$ cat config.mk
export PLATFORM = sky130hd
export DESIGN_NAME = id_stage
export DESIGN_NICKNAME = d
export VERILOG_FILES = /design/src/rtl/id_stage_pkg.sv /design/src/rtl/id_stage_regfile.sv /design/src/rtl/id_stage.sv
export SDC_FILE = /design/constraint.sdc
export NUM_CORES = 1
export LEC_CHECK = 0
export ABC_AREA = 1
export CAP_MARGIN = 20
export CORE_MARGIN = 2
export CORE_UTILIZATION = 62
export DETAILED_ROUTE_END_ITERATION = 10
export PLACE_DENSITY = 0.89
export SLEW_MARGIN = 10
export SYNTH_ARGS = -nofsm -noshare
export SYNTH_HDL_FRONTEND = slang
export SYNTH_SLANG_ARGS = --single-unit
$ cat constraint.sdc
create_clock -name clk -period 3.4 [get_ports clk]
set_input_delay 0.34 -clock clk [delete_from_list [all_inputs] [get_ports clk]]
set_output_delay 0.34 -clock clk [all_outputs]
set_load 0.03 [all_outputs]
$ cat src/rtl/id_stage_pkg.sv
// Shared definitions for the decode stage: opcodes, instruction field layout, slot states.
// No logic; pure constants, types and a field-extract helper.
package id_stage_pkg;
  localparam int RIDX_W  = 3;
  localparam int OPC_W   = 3;
  localparam int INSTR_W = 12;

  localparam int OPC_LSB = 9;
  localparam int RD_LSB  = 6;
  localparam int RS_LSB  = 3;
  localparam int RT_LSB  = 0;

  localparam logic [OPC_W-1:0] OP_AND = 3'b000;
  localparam logic [OPC_W-1:0] OP_ADD = 3'b001;
  localparam logic [OPC_W-1:0] OP_SLL = 3'b010;
  localparam logic [OPC_W-1:0] OP_SRL = 3'b011;
  localparam logic [OPC_W-1:0] OP_SUB = 3'b100;
  localparam logic [OPC_W-1:0] OP_SLT = 3'b101;
  localparam logic [OPC_W-1:0] OP_ABS = 3'b110;
  localparam logic [OPC_W-1:0] OP_SEQ = 3'b111;

  typedef enum logic {SLOT_EMPTY = 1'b0, SLOT_FULL = 1'b1} slot_state_t;

  // All instruction fields are 3 bits wide, so one extractor serves every field.
  function automatic logic [RIDX_W-1:0] field(input logic [INSTR_W-1:0] instr, input int lsb);
    return instr[lsb +: RIDX_W];
  endfunction
endpackage

$ cat src/rtl/id_stage_regfile.sv
// Register file, 2 read / 1 write; r0 hard-wired to zero.
// Latency: reads combinational with same-cycle writeback bypass; write lands on clk edge.
// Backpressure: none, always accepts writes.
module id_stage_regfile
  import id_stage_pkg::*;
#(
  parameter int DATA_W = 8,
  parameter int NREG   = 8
) (
  input  logic              clk,
  input  logic              rst,
  input  logic [RIDX_W-1:0] ra_idx,
  input  logic [RIDX_W-1:0] rb_idx,
  output logic [DATA_W-1:0] ra_data,
  output logic [DATA_W-1:0] rb_data,
  input  logic              wr_en,
  input  logic [RIDX_W-1:0] wr_idx,
  input  logic [DATA_W-1:0] wr_data
);
  logic [DATA_W-1:0] regs [NREG];

  always_ff @(posedge clk) begin
    if (rst) begin
      for (int i = 0; i < NREG; i++) regs[i] <= '0;
    end else if (wr_en && (wr_idx != '0)) begin
      regs[wr_idx] <= wr_data;
    end
  end

  always_comb begin
    ra_data = regs[ra_idx];
    if (ra_idx == '0)                      ra_data = '0;
    else if (wr_en && (wr_idx == ra_idx))  ra_data = wr_data;
  end

  always_comb begin
    rb_data = regs[rb_idx];
    if (rb_idx == '0)                      rb_data = '0;
    else if (wr_en && (wr_idx == rb_idx))  rb_data = wr_data;
  end
endmodule

$ cat src/rtl/id_stage.sv
// Decode/issue stage: operand read, pending-register scoreboard, one-entry output slot.
// Latency: 1 cycle accept-to-output; full throughput when hazard-free.
// Backpressure: instr_ready_o drops on a source hazard or when the full slot is not drained.
module id_stage
  import id_stage_pkg::*;
#(
  parameter int DATA_W = 8,
  parameter int NREG   = 8
) (
  input  logic               clk,
  input  logic               rst,
  input  logic [INSTR_W-1:0] instr_i,
  input  logic               instr_valid_i,
  output logic               instr_ready_o,
  output logic [DATA_W-1:0]  rs_o,
  output logic [DATA_W-1:0]  rt_o,
  output logic [OPC_W-1:0]   opcode_o,
  output logic [RIDX_W-1:0]  rd_o,
  output logic               out_valid_o,
  input  logic               out_ready_i,
  input  logic               wb_en_i,
  input  logic [RIDX_W-1:0]  wb_idx_i,
  input  logic [DATA_W-1:0]  wb_data_i
);
  logic [OPC_W-1:0]  opcode;
  logic [RIDX_W-1:0] rd, rs, rt;
  logic [DATA_W-1:0] rs_val, rt_val;
  logic [NREG-1:0]   pending, pending_nxt;
  logic              wb_act, rs_haz, rt_haz, accept, load;
  slot_state_t       state, state_nxt;

  assign opcode = field(instr_i, OPC_LSB);
  assign rd     = field(instr_i, RD_LSB);
  assign rs     = field(instr_i, RS_LSB);
  assign rt     = field(instr_i, RT_LSB);

  assign wb_act = wb_en_i && !rst && (wb_idx_i != '0);

  id_stage_regfile #(.DATA_W(DATA_W), .NREG(NREG)) u_regfile (
    .clk     (clk),
    .rst     (rst),
    .ra_idx  (rs),
    .rb_idx  (rt),
    .ra_data (rs_val),
    .rb_data (rt_val),
    .wr_en   (wb_act),
    .wr_idx  (wb_idx_i),
    .wr_data (wb_data_i)
  );

  // A writeback landing this cycle resolves the hazard it would otherwise cause.
  assign rs_haz = pending[rs] && !(wb_act && (wb_idx_i == rs));
  assign rt_haz = pending[rt] && !(wb_act && (wb_idx_i == rt));

  assign out_valid_o   = (state == SLOT_FULL);
  assign instr_ready_o = !(rs_haz || rt_haz) && (!out_valid_o || out_ready_i);
  assign accept        = instr_valid_i && instr_ready_o && !rst;

  // Set after clear so a re-issue to the register being written back stays pending.
  always_comb begin
    pending_nxt = pending;
    if (wb_act)                   pending_nxt[wb_idx_i] = 1'b0;
    if (accept && (rd != '0))     pending_nxt[rd]       = 1'b1;
  end

  always_comb begin
    state_nxt = state;
    load      = 1'b0;
    case (state)
      SLOT_EMPTY: begin
        if (accept) begin
          state_nxt = SLOT_FULL;
          load      = 1'b1;
        end
      end
      SLOT_FULL: begin
        if (accept)           load      = 1'b1;
        else if (out_ready_i) state_nxt = SLOT_EMPTY;
      end
      default: state_nxt = SLOT_EMPTY;
    endcase
  end

  always_ff @(posedge clk) begin
    if (rst) begin
      state    <= SLOT_EMPTY;
      pending  <= '0;
      rs_o     <= '0;
      rt_o     <= '0;
      opcode_o <= '0;
      rd_o     <= '0;
    end else begin
      state   <= state_nxt;
      pending <= pending_nxt;
      if (load) begin
        rs_o     <= rs_val;
        rt_o     <= rt_val;
        opcode_o <= opcode;
        rd_o     <= rd;
      end
    end
  end
endmodule

Yosys cells after proc, flatten, opt, wreduce, memory -nomap -nowiden
Memories as Yosys holds them, arrays and structs flattened.
Index checks and enable logic that the tools add are counted.

cells by class
  order comparisons = 6
  equal/unequal tests = 2
  multiplexer cells = 26
  bitwise operators = 4
  reduce and logical (&&, ||, !) cells = 25

operators by type and width
  cell                                                 count
  two-way mux 8 bit                                    7
  < comparator 3 x 4 -> 1 bit, second input constant   4
  logical AND 1 bit                                    13
  two-way mux 1 bit                                    13
  bitwise AND 8 bit                                    1
  NOT 8 bit                                            1
  OR 8 bit                                             1
  OR reduction 8 bit                                   1
  binary-select mux 1 bit (select 3 bit)               2
  demux 1 bit (select 3 bit)                           2
  == test 3 bit                                        2
  >= comparator 3 x 1 -> 1 bit, second input constant  2
  logical NOT 3 bit                                    2
  nonzero test 3 bit                                   2
  logical NOT 1 bit                                    5
  two-way mux 3 bit                                    1
  logical OR 1 bit                                     2
  one-hot mux 1 bit (2 select lines)                   1
  NOT 1 bit                                            1

storage, ports and cells
  bits in registers = 31
  memory bits (writable) = 64
  bits of input ports = 28
  output and inout bits = 24
  logic and storage cells = 70
  memories kept = 1

memories
  memory          words  width  rd ports  clocked after memory_dff  write ports  line                    source
  u_regfile.regs  8      8      2         0                         8            id_stage_regfile.sv:20  logic [DATA_W-1:0] regs [NREG];

Depth between registers and ports, before layout
  depth after elaboration = 13
  mapped depth = 13
  depth with buffers taken out = 11

Cells and area by module
A second synthesis with hierarchy kept.

unflattened totals
  cells, all modules = 753
  area, all modules = 5609.1 sq um

modules (own cells, without submodules)
  module            instances  cells an instance  area an instance (sq um)  seq. area each (sq um)
  id_stage_regfile  1          533                4007.6                    1921.8
  id_stage          1          220                1601.5                    620.6

Least setup slack after synthesis
Ideal clock, no wire load.

  path type = input-to-reg
  start = input port instr_i[3]
  end = register rs_o[0]
  library setup time = 0.113 ns
  data arrival time = 1.632 ns
  required time = 3.287 ns
  slack = 1.655 ns
  stages on the path = 12
  path buffers = 1
  cells stage by stage = buf_4 -> inv_2 -> nand2_1 -> nand2_1 -> nor2_1 -> nand3_1 -> nand3_1 -> nand2_1 -> nor2_2 -> nand3_1 -> nand2_1 -> nor2_1

on the way
  longest elaborated chain between the ends = 10

RTL lines
  item                                                                                            line                            source
  start, declared                                                                                 id_stage.sv:12                  input logic [INSTR_W-1:0] instr_i,
  parallel branches: the longest is 3 deep, another holds binary-select mux 1 bit (select 3 bit)  -
  logical AND 1 bit *                                                                             id_stage.sv:52                  assign rs_haz = pending[rs] && !(wb_act && (wb_idx_i == rs));
  logical OR 1 bit *                                                                              id_stage.sv:56                  assign instr_ready_o = !(rs_haz || rt_haz) && (!out_valid_o || out_ready_i);
  logical NOT 1 bit *                                                                             id_stage.sv:56
  logical AND 1 bit *                                                                             id_stage.sv:56
  net instr_ready_o                                                                               id_stage.sv:14                  output logic instr_ready_o,
  logical AND 1 bit * (2 in a row)                                                                id_stage.sv:57                  assign accept = instr_valid_i && instr_ready_o && !rst;
  two-way mux 1 bit *                                                                             id_stage.sv:71, id_stage.sv:77
  end signal, assigned                                                                            id_stage.sv:96                  rs_o <= rs_val;
  end, declared                                                                                   id_stage.sv:15                  output logic [DATA_W-1:0] rs_o,

Mark *: on every way through the listed nets, which the timed path passes. The select of a mux whose other input is x is not followed.
A chain may end at the register's enable or synchronous reset.

Worst setup path after layout
  start = input port rst
  end = output port instr_ready_o

on the way
  longest elaborated chain between the ends = 9

RTL lines
  item                                  line                            source
  start, declared                       id_stage.sv:11                  input logic rst,
  logical NOT 1 bit *                   id_stage.sv:37                  assign wb_act = wb_en_i && !rst && (wb_idx_i != '0);
  logical AND 1 bit * (2 in a row)      id_stage.sv:37
  logical AND 1 bit (on tied branches)  id_stage.sv:52, id_stage.sv:53
  logical NOT 1 bit (on tied branches)  id_stage.sv:52, id_stage.sv:53
  logical AND 1 bit (on tied branches)  id_stage.sv:52, id_stage.sv:53
  logical OR 1 bit *                    id_stage.sv:56
  logical NOT 1 bit *                   id_stage.sv:56
  logical AND 1 bit *                   id_stage.sv:56
  end, declared                         id_stage.sv:14

Every way passes the cells marked *; elsewhere a longest branch is shown, timed or not.

==> flow_metrics.py <==
metrics = {
    "status": {
        "status": "finished, final reports clean",
    },
    "detailed_routing": {
        "wl_per_cell_um": 18.0,
        "drt_iter0_markers": 647,
        "num_vias": 5073,
        "top_layer": "met4",
        "drc": 0,
        "ant_nets": 0,
        "met1_length_um": 6290,
        "vias_per_cell": 5.84,
        "wirelength_um": 15700,
        "dr.pass1.iters": 7,
        "met2_length_um": 7060,
        "wl_met3_um": 1800,
    },
    "pwr": {
        "powerDensity_nw_per_um2": 435,
        "p_leak_nw": 2.68,
        "peakVddDrop_mv": 0.306,
        "p_sw_mw": 0.795,
        "p_seq_frac": 0.516,
        "switching_share": 0.305,
        "pwr-share-comb": 0.182,
        "internal_power_mw": 1.81,
        "clockPowerShare": 0.303,
    },
    "clock_tree": {
        "clkSinkCount": 95,
        "cts_tree": "yes",
        "cts_hold_buf": 0,
        "clkLatencyLatePin_ns": 0.36,
        "cts_htree_levels": 3,
        "clockBufferDepth": 2,
        "numCtsBuffers": 9,
        "cts_resized": 0,
        "root_buffer": "clkbuf_8",
        "post_cts_buffers": 0,
        "cts.clk_slew.worst_paths_ns": 0.10,
    },
    "place": {
        "placed_area_um2": 5790,
        "gp_congestion": 0.964,
        "place_ws_ns": 0.572,
        "dpl.cell_count": 853,
        "io_buffers": 51,
        "dp_hpwl_um": 11200,
    },
    "grt": {
        "antenna_found_initial": 0,
        "grt-ovfl-total": 0,
        "grt_pass1_wl_um": 23500,
        "grt_max_degree": 47,
        "grt_pass1_vias": 4453,
        "grt_use_total": 0.354,
    },
    "logic_synthesis": {
        "synth_top_area_cell": "edfxtp_1",
        "yosysMostFrequentCell": "nand2_1",
        "ys_seq_elements": 95,
        "synth.top_cell.area_share": 0.371,
        "netlist_instances": 709,
        "avgSynthCellArea_um2": 7.30,
        "synth-seq-area-share": 0.491,
        "ys_types": 28,
        "synth_edf_count": 64,
        "synth-main-ff-cell": "edfxtp_1",
        "synth.area.top_cells": "edfxtp_1, nand2_1, dfxtp_1",
        "synthTopCellsByCount": "nand2_1, nor2_1, nand3_1",
        "syn-cell-area_um2": 5180,
        "synthArstFlopShare": 0,
        "yosys_warnings": 0,
    },
    "die": {
        "die-area_um2": 9100,
        "fp.dieW_um": 95.4,
        "die_h_um": 95.4,
        "core_area_um2": 8180,
        "ios": 52,
        "fp-row-count": 33,
        "initial_core_util": 0.633,
    },
    "worst_setup_path": {
        "r2r-end": "rt_o[5]",
        "worstPathMaxFanout": 11,
        "start_kind": "input port",
        "crit_path_end_kind": "output pin",
        "cp-startpoint": "rst",
        "critical_path_class": "input port to output pin",
        "worstPathArrival_ns": 2.32,
        "worst_ep_required_time_ns": 3.06,
        "r2r_cells": 10,
        "worstReg2RegStart": "pending[7]",
        "reg2reg_slack_ns": 1.68,
    },
    "job": {
        "max_cap_violations": 0,
    },
    "finish": {
        "fillCellCount": 649,
        "multi_input_comb_area_um2": 2260,
        "diodes": 0,
        "final_cell_area_um2": 5990,
        "drive_gt1_frac": 0.0576,
        "final_cells": 869,
        "seq_area_um2": 2540,
        "areaGrowthSynthToFinish_pct": 15.7,
        "final_nets": 787,
    },
    "sta": {
        "slew_violations": 0,
        "worst_slew_pin_slew_ns": 0.610,
        "fin_setup_tns_ns": 0,
        "clock.fmax_ghz": 0.376,
        "finalHoldViolCount": 0,
        "finalCritPeriodShare": 0.782,
        "rsz0062_at_grt": "false",
        "hold_ws_ns": 0.479,
        "finalClockSkew_ns": 0.00720,
        "min_period_ns": 2.66,
        "slew_headroom": 0.593,
        "setup_violations": 0,
        "worst_slack_ns": 0.740,
    },
    "min_path": {
        "whs_endpoint": "opcode_o[0]",
        "min_from": "opcode_o[0]",
        "worstHoldPathType": "flip-flop to flip-flop",
        "holdPathStages": 2,
    },
}
## critical path, cell delays in order
cell	delay [ns]
clkdlybuf4s50_1	0.64
inv_1	0.16
nand2_1	0.11
a21oi_4	0.19
nand3_1	0.16
nand3_1	0.22
nand2_1	0.09
nor2_2	0.20
buf_4	0.21
## cells by family after synthesis
group                  after synthesis  share of synthesized area
AND/OR/NAND/NOR                    457                      0.368
buffers and inverters               98                     0.0776
other                                1                   0.000724
AO/OA/AOI/OAI                       56                     0.0590
XOR/XNOR                             2                    0.00338
flip-flops                          95                      0.491
## metal layers
layer	track usage	vias to the layer above
li1	-	2381
met1	0.499	2306
met2	0.545	351
met3	0.0656	35
met4	0.142	0
met5	0	-
## how the worst max path moves through the flow
stage / end / slack, ns / cells past startpoint
after global placement: rt_o[2] / 0.69 / 9
after detailed placement: rt_o[5] / 0.57 / 10
after CTS: instr_ready_o / 0.76 / 9
final: instr_ready_o / 0.74 / 9
after global routing: instr_ready_o / 0.63 / 10
after floorplan: rs_o[0] / 1.65 / 12
## registers in the layout, indices dropped and copies added (netlist names)
register,cells
rd_o,3
pending,8
out_valid_o,1
rt_o,8
u_regfile.regs,64
opcode_o,3
rs_o,8
## placed cells by master (no fill, tap or decap), types with 9 or more instances in the layout
| master | n |
|---|---|
| nand2_1 | 212 |
| nor2_1 | 130 |
| nand3_1 | 98 |
| edfxtp_1 | 64 |
| inv_1 | 61 |
| clkdlybuf4s50_1 | 50 |
| dfxtp_1 | 31 |
| o21ai_0 | 29 |
| buf_4 | 15 |
| a21oi_1 | 14 |
| clkbuf_8 | 9 |
## layout make-up
| class | count | area share |
|---|---|---|
| Clock buffer | 9 | 0.0207 |
| Clock inverter | 7 | 0.0129 |
| Inverter | 65 | 0.0407 |
| Multi-Input combinational cell | 523 | 0.377 |
| Sequential cell | 95 | 0.424 |
| Tap cell | 105 | 0.0219 |
| Timing Repair Buffer | 65 | 0.102 |
## metrics by stage
step / util / total power [mW]
2_1_floorplan: - / 1.65
3_3_place_gp: 0.708 / 1.82
3_5_place_dp: 0.708 / 1.83
4_1_cts: 0.733 / 2.59
5_1_grt: 0.733 / 2.68
6_report: 0.733 / 2.60
## power by group through the flow
stage | combinational, mW | sequential, mW | clock, mW
3_5_place_dp | 0.461 | 1.37 | 0
4_1_cts | 0.464 | 1.34 | 0.782
6_report | 0.473 | 1.34 | 0.788
5_1_grt | 0.513 | 1.35 | 0.816
3_3_place_gp | 0.451 | 1.37 | 0
2_1_floorplan | 0.262 | 1.39 | 0
Power figures use the tool's default switching activity.
